**src/rtl/sine_dac_pkg.sv**
```systemverilog
// Shared constants, FSM state type and sample-to-DAC conversion.
// Define SINE_DAC_ROUND_EN to round (with saturation) instead of truncating.
package sine_dac_pkg;

    localparam int FRAME_BITS = 16;
    localparam int DATA_BITS  = 12;
    localparam int SUM_BITS   = 13;

    typedef enum logic [1:0] {
        IDLE,
        SHIFT,
        HOLD
    } state_t;

    function automatic logic [DATA_BITS-1:0] to_data12(
        input logic [SUM_BITS-1:0] sum
    );
`ifdef SINE_DAC_ROUND_EN
        logic [SUM_BITS:0] r;
        r = {1'b0, sum} + (SUM_BITS+1)'(1);
        // Only 13'h1FFF carries out; its rounded value would need 13 bits
        if (r[SUM_BITS]) return '1;
        return r[SUM_BITS-1:1];
`else
        return DATA_BITS'(sum >> 1);
`endif
    endfunction

endpackage

```
**src/rtl/sine_dac_clkdiv.sv**
```systemverilog
// SCLK phase counter: emits rise/fall strobes every CLK_DIV cycles while en.
// Held cleared whenever en is low so each frame starts on a fresh low phase.
module sine_dac_clkdiv #(
    parameter int CLK_DIV = 2
) (
    input  logic clk,
    input  logic rst,
    input  logic en,
    output logic rise,
    output logic fall
);

    localparam logic [7:0] LAST = 8'(CLK_DIV - 1);

    logic [7:0] cnt;
    logic       phase;
    logic       wrap;

    assign wrap = en && (cnt == LAST);
    assign rise = wrap && !phase;
    assign fall = wrap && phase;

    always_ff @(posedge clk or posedge rst) begin
        if (rst) begin
            cnt   <= '0;
            phase <= 1'b0;
        end else if (!en) begin
            cnt   <= '0;
            phase <= 1'b0;
        end else if (wrap) begin
            cnt   <= '0;
            phase <= ~phase;
        end else begin
            cnt <= cnt + 8'd1;
        end
    end

endmodule

```
**src/rtl/sine_dac_serializer.sv**
```systemverilog
// Serializes 13-bit sine-summer samples into 16-bit {cmd, data12} DAC frames.
// Build option SINE_DAC_ROUND_EN (see sine_dac_pkg) selects rounding.
module sine_dac_serializer
    import sine_dac_pkg::*;
#(
    parameter int         CLK_DIV = 2,
    parameter logic [3:0] DAC_CMD = 4'b0011
) (
    input  logic                clk,
    input  logic                rst,
    input  logic [SUM_BITS-1:0] sum_in,
    input  logic                sample_en,
    input  logic                ovr_clr,
    output logic                dac_csn,
    output logic                dac_sclk,
    output logic                dac_sdo,
    output logic                busy,
    output logic                overrun
);

    localparam logic [7:0] LAST = 8'(CLK_DIV - 1);

    state_t                state;
    state_t                state_nx;
    logic [FRAME_BITS-1:0] shreg;
    logic [3:0]            bit_cnt;
    logic [7:0]            hold_cnt;
    logic                  sclk_q;
    logic                  ovr_q;
    logic                  shift_en;
    logic                  rise;
    logic                  fall;
    logic                  accept;
    logic                  ovr_set;

    assign shift_en = (state == SHIFT);
    assign ovr_set  = sample_en && (state != IDLE);

    sine_dac_clkdiv #(
        .CLK_DIV(CLK_DIV)
    ) u_clkdiv (
        .clk (clk),
        .rst (rst),
        .en  (shift_en),
        .rise(rise),
        .fall(fall)
    );

    always_ff @(posedge clk or posedge rst) begin
        if (rst) state <= IDLE;
        else     state <= state_nx;
    end

    always_comb begin
        state_nx = state;
        accept   = 1'b0;
        unique case (state)
            IDLE: begin
                if (sample_en) begin
                    accept   = 1'b1;
                    state_nx = SHIFT;
                end
            end
            SHIFT: begin
                if (fall && (bit_cnt == 4'd15)) state_nx = HOLD;
            end
            HOLD: begin
                if (hold_cnt == LAST) state_nx = IDLE;
            end
            default: state_nx = IDLE;
        endcase
    end

    // Zero fill means sdo is already 0 once the last bit has shifted out
    always_ff @(posedge clk or posedge rst) begin
        if (rst) begin
            shreg    <= '0;
            bit_cnt  <= '0;
            hold_cnt <= '0;
            sclk_q   <= 1'b0;
            ovr_q    <= 1'b0;
        end else begin
            if (accept) begin
                shreg   <= {DAC_CMD, to_data12(sum_in)};
                bit_cnt <= '0;
            end else if (fall) begin
                shreg   <= {shreg[FRAME_BITS-2:0], 1'b0};
                bit_cnt <= bit_cnt + 4'd1;
            end
            if (rise)      sclk_q <= 1'b1;
            else if (fall) sclk_q <= 1'b0;
            if (state == HOLD && hold_cnt != LAST) hold_cnt <= hold_cnt + 8'd1;
            else                                   hold_cnt <= '0;
            ovr_q <= ovr_set | (ovr_q & ~ovr_clr);
        end
    end

    assign dac_csn  = ~shift_en;
    assign dac_sclk = sclk_q;
    assign dac_sdo  = shreg[FRAME_BITS-1];
    assign busy     = (state != IDLE);
    assign overrun  = ovr_q;

endmodule

```
**config.mk**
```make
export PLATFORM = sky130hd
export DESIGN_NAME = sine_dac_serializer
export DESIGN_NICKNAME = d
export VERILOG_FILES = /design/src/rtl/sine_dac_pkg.sv /design/src/rtl/sine_dac_clkdiv.sv /design/src/rtl/sine_dac_serializer.sv
export SDC_FILE = /design/constraint.sdc
export NUM_CORES = 1
export LEC_CHECK = 0
export BUFFER_PORTS_ARGS = -buffer_cell sky130_fd_sc_hd__buf_2
export CAP_MARGIN = 20
export CORE_MARGIN = 10
export CORE_UTILIZATION = 35
export CTS_BUF_LIST = sky130_fd_sc_hd__clkbuf_2 sky130_fd_sc_hd__clkbuf_4 sky130_fd_sc_hd__clkbuf_8
export DETAILED_ROUTE_END_ITERATION = 8
export PLACE_DENSITY_LB_ADDON = 0.15
export REMOVE_ABC_BUFFERS = 1
export SYNTH_ARGS = -nofsm -noshare
export SYNTH_HDL_FRONTEND = slang
export SYNTH_HIERARCHICAL = 1
export SYNTH_SLANG_ARGS = --single-unit
```
**constraint.sdc**
```tcl
create_clock -name clk -period 2.75 [get_ports clk]
set_clock_uncertainty 0.2 [all_clocks]
set_input_delay 0.4125 -clock clk [delete_from_list [all_inputs] [get_ports clk]]
set_output_delay 0.4125 -clock clk [all_outputs]
set_load 0.02 [all_outputs]
```
Word level (Yosys, flattened, before mapping)
Cells that the tools add are included.
Word-level totals
  memories kept: 0
  register bits after elaboration: 41
  output and inout bits: 5
  ROM bits: 0
  word-level logic and storage cells: 55
  memory bits (writable): 0
  input port bits: 17
  latch bits: 0
Operators by class
  equality and inequality tests: 10
  multipliers: 0
  magnitude comparators: 0
  add/subtract/negate cells: 3
  shift-type cells: 0
  reduce and logical (&&, ||, !) cells: 12
  divide/modulo/power cells: 0
  mux-type cells: 17
  bitwise gates (word level): 5
Operator list (count)
  $mux 16: 2
  $mux 8: 3
  $add 8x1->8 const B: 2
  $eq 8x1->1 const B: 2
  $mux 4: 2
  $ne 8x1->1 const B: 1
  $logic_and 1x1->1: 6
  $mux 1: 6
  $mux 2: 3
  $pmux 2 s3: 1
  $reduce_bool 2->1: 3
  $add 4x1->4 const B: 1
  $eq 4x4->1 const B: 1
  $ne 2x1->1 const B: 2
  $ne 2x2->1 const B: 2
  $not 1->1: 3
  $reduce_and 3->1: 1
  $eq 2x1->1 const B: 1
  $eq 2x2->1 const B: 1
  $logic_not 2->1: 1
  $and 1x1->1: 1
  $logic_not 1->1: 1
  $or 1x1->1: 1

Longest topological paths before layout
  depth after elaboration: 6
  mapped depth: 8
  depth with buffers taken out: 7

Hierarchy
The synthesis kept the hierarchy.
By module, submodules not included
  sine_dac_serializer: instances 1, sequential area each 800.8 um^2, area an instance 1467.7 um^2, cells an instance 135
  sine_dac_clkdiv: instances 1, sequential area each 225.2 um^2, area an instance 446.7 um^2, cells an instance 47

Worst setup path before layout
Ideal clock, no wire load.
  path type: register -> register
  from: register u_clkdiv.cnt[1]
  to: register shreg[13]
  required time: 2.426 ns
  data arrival time: 2.050 ns
  cell stages (with the launch flop): 8
  library setup time: 0.124 ns
  period minus slack after synthesis: 2.374 ns
  path buffers: 1
  slack: 0.376 ns
  cells stage by stage: dfrtp_1 inv_1 ha_1 or4b_4 nor4_1 buf_2 inv_1 a211o_1
On the way
  word-level cells in the longest chain between the ends: 4
RTL lines
  start: declaration: line sine_dac_clkdiv.sv:15  | logic [7:0] cnt;
  start signal: assignment: line sine_dac_clkdiv.sv:34  | cnt <= cnt + 8'd1;
  $eq 8x1->1: line sine_dac_clkdiv.sv:19  | assign wrap = en && (cnt == LAST);
  $logic_and 1x1->1: line sine_dac_clkdiv.sv:19
  $logic_and 1x1->1: line sine_dac_clkdiv.sv:21  | assign fall = wrap && phase;
  via fall: line sine_dac_serializer.sv:32  | logic fall;
  $reduce_bool 2->1 (no line)
  end signal: assignment: line sine_dac_serializer.sv:84  | shreg <= {DAC_CMD, to_data12(sum_in)};
  end signal: assignment: line sine_dac_serializer.sv:87  | shreg <= {shreg[FRAME_BITS-2:0], 1'b0};
  end: declaration: line sine_dac_serializer.sv:25  | logic [FRAME_BITS-1:0] shreg;
The timed path passes the listed nets, and every way through them passes these cells.
A chain may end at the register's enable or synchronous reset.

Worst setup path in the final report
Ends and elaborated chain as after synthesis.

==> metrics.md <==
| Metric | Value |
|---|---|
| Pint | `1.271 mW` |
| Nets | `229` |
| Layout area overhead | `15.95%` |
| P_sw | `0.6111 mW` |
| Clk pin slew, worst setup/hold paths | `80 ps` |
| Overall Power | `1.882 mW` |
| Initial Util | `36.78%` |
| Post-synthesis async set-or-reset flop share | `100.0%` |
| Final Critical Period | `2354 ps` |
| Fin Hold WS | `119.2 ps` |
| Die height | `93.96 um` |
| Sw frac | `32.47%` |
| Clock Path Buffers | `2` |
| Clock root buffer master | `clkbuf_8` |
| Worst Setup Path Type | `reg2reg` |
| Post-synth EDFFs | `0` |
| Crit path cell chain | `inv_1, ha_1, or4b_4, nor4_2, buf_12, inv_1, a211o_1` |
| Routed vias | `1,322` |
| Via/cell ratio | `4.755` |
| Routed len/inst | `12.58 um` |
| Gate Count Post-Synth | `182` |
| Final setup fails | `0` |
| Final core utilization | `42.64%` |
| # rows | `26` |
| IO Pins | `22` |
| Gr ovfl total | `0` |
| Crit end category | `flop` |
| Post-CTS Resized | `0` |
| Commonest non-fill, non-tap cells in the layout | `dfrtp_1, buf_2, o21ai_0` |
| Share of layout cells above drive strength 1 | `20.67%` |
| CP max stage delay | `490 ps` |
| Avg Cell Area, Syn | `10.52 sq um` |
| Seq/Total Area, Yosys | `53.59%` |
| Cell Pwr Density | `848.0 nW/um^2` |
| # DRC | `0` |
| Diodes inserted | `0` |
| Period utilisation layout | `85.60%` |
| Die ar. | `8828 sq um` |
| H-tree depth | `2` |
| Final Non-Filler Cells | `278` |
| Distinct cells, synth | `32` |
| Final Slew Violations | `0` |
| Port Buffers | `20` |
| Most common cell after layout, fill and taps aside | `dfrtp_1` |
| Post-route antenna net violation count | `0` |
| Setup Fix Bufs, Post-CTS | `0` |
| Yosys warning total | `6` |
| CTS Hold Buffers Added | `1` |
| Die W | `93.96 um` |
| Number of synthesized register bits | `41` |
| Static Leakage | `0.9532 nW` |
| Slowest cell on crit path | `or4b_4` |
| CTS tree | `yes` |
| Initial antenna violation count | `0` |
| Mapped Area | `1914 sq um` |
| HPWL Detailed | `2547 um` |
| Place WS | `414.6 ps` |
| Clock power frac | `22.6%` |
| Seq pwr share | `49.2%` |
| Tightest Pin Transition | `544.9 ps` |
| Max_cap viols | `0` |
| Num CTS Buffers | `5` |
| Pin count of the biggest net entering global routing | `34` |
| DR iter-0 viols | `37` |
| Max FO, Critical Path | `22` |
| Number of global-route vias before repair | `1,344` |
| Worst vdd ir | `0.4997 mV` |
| Critical Path AT | `2320 ps` |
| Tot GR Track Use | `8.526%` |
| Min-Delay Path Class | `in2reg` |
| Routed WL | `3496 um` |
| Placed Cells | `269` |
| CORE AREA | `5205 sq um` |
| Skew-Pair Late Insertion Delay | `290 ps` |
| Fmax | `0.4248 GHz` |
| Final worst slack | `396.0 ps` |
| Req. time, crit path | `2720 ps` |
| Slew Limit Headroom | `63.68%` |
| Top cell by count, worst path | `inv_1` |
| Primary FF master, synth | `dfrtp_1` |
| Outcome | `completed` |
| Final GP Congestion | `0.8115` |
| TritonRoute pass-1 iters | `4` |
| RSZ-0062 raised after global routing | `no` |
| Sink Count | `41` |
| First-pass GRT wire length | `6085 um` |
| Hold Fails Final Rpt | `0` |
| Startpoint types | `flop` |
| Logic pwr share | `28.3%` |
[metal layers]
| metal | part of all wire [%] | GRT usage (%) | vias to the layer above | wire length, um |
|---|---|---|---|---|
| met2 | 50 | 13.25 | 14 | 1731 |
| met3 | 3.6 | 2.878 | 7 | 127 |
| met5 | 0 | 0 | - | 0 |
| met4 | 1.7 | 4.177 | 0 | 61 |
| li1 | - | - | 673 | - |
| met1 | 45 | 10.30 | 628 | 1575 |
[state kept, by name, indices dropped and copies added (netlist names)]
register and flops:
bit_cnt 4, dac_sclk 1, hold_cnt 8, overrun 1
shreg 16, state 2, u_clkdiv/cnt 8, u_clkdiv/phase 1
[area by class of cell]
class / instances / area, sq um
repair buffers: 24 / 145.1
clock buffers: 7 / 96.34
well taps: 70 / 87.58
clock inverters: 1 / 5.005
inverters: 11 / 41.29
multi-input cells: 124 / 818.3
fillers: 528 / 2985
flip-flops and latches: 41 / 1026
[stage by stage]
step / area (sq um) / setup TNS, ps
finish: 2220 / 0
global route: 2220 / 0
CTS: 2220 / 0
detailed placement: 2108 / 0
global placement: 2108 / 0
floorplan: 1879 / -38360
[kinds of logic after synthesis]
family / share of synthesized area (%)
muxes: 7.320
DFF: 53.59
adders and majority gates: 3.268
xor gates and xnor gates: 4.118
buffers and inverters: 3.987
and+or+nand+nor: 17.12
AOI/OAI and AO/OA: 10.59
[synthesized netlist by cell type (5+ instances only)]
library cell	number	area (sq um)
o21ai_0	19	95.09
xor2_1	6	52.55
inv_1	11	41.29
nand3_1	6	30.03
nor2_1	13	48.80
ha_1	5	62.56
or3_1	8	50.05
dfrtp_1	41	1026
nand2_1	17	63.81
mux2i_1	14	140.1
[power groups by stage]
stage / Sequential [mW] / Clock, mW / Combinational (mW)
floorplan: 0.920 / 0 / 0.395
global placement: 0.926 / 0 / 0.513
detailed placement: 0.936 / 0 / 0.538
CTS: 0.926 / 0.440 / 0.543
global route: 0.957 / 0.468 / 0.609
finish: 0.925 / 0.425 / 0.532
[critical path, delay by kind of cell, from the launching register on]
kind	cells	cell delay, ps
buf+inv	3	400
fa+ha+maj	1	120
compound gates	1	260
flops	1	430
simple gates	2	820
[path summary, 6_finish.rpt]
check / from / to / slack (ps) / cells after the start
max reg2reg: u_clkdiv/cnt[1] / shreg[13] / 400 / 7
max in group asynchronous: rst / shreg[3] / 1500 / 4
max: u_clkdiv/cnt[1] / shreg[13] / 400 / 7
min: sum_in[7] / shreg[6] / 120 / 3
min reg2reg: dac_sclk / dac_sclk / 280 / 1
min in group asynchronous: rst / u_clkdiv/cnt[3] / 440 / 3
Power figures use the tool's default switching activity.
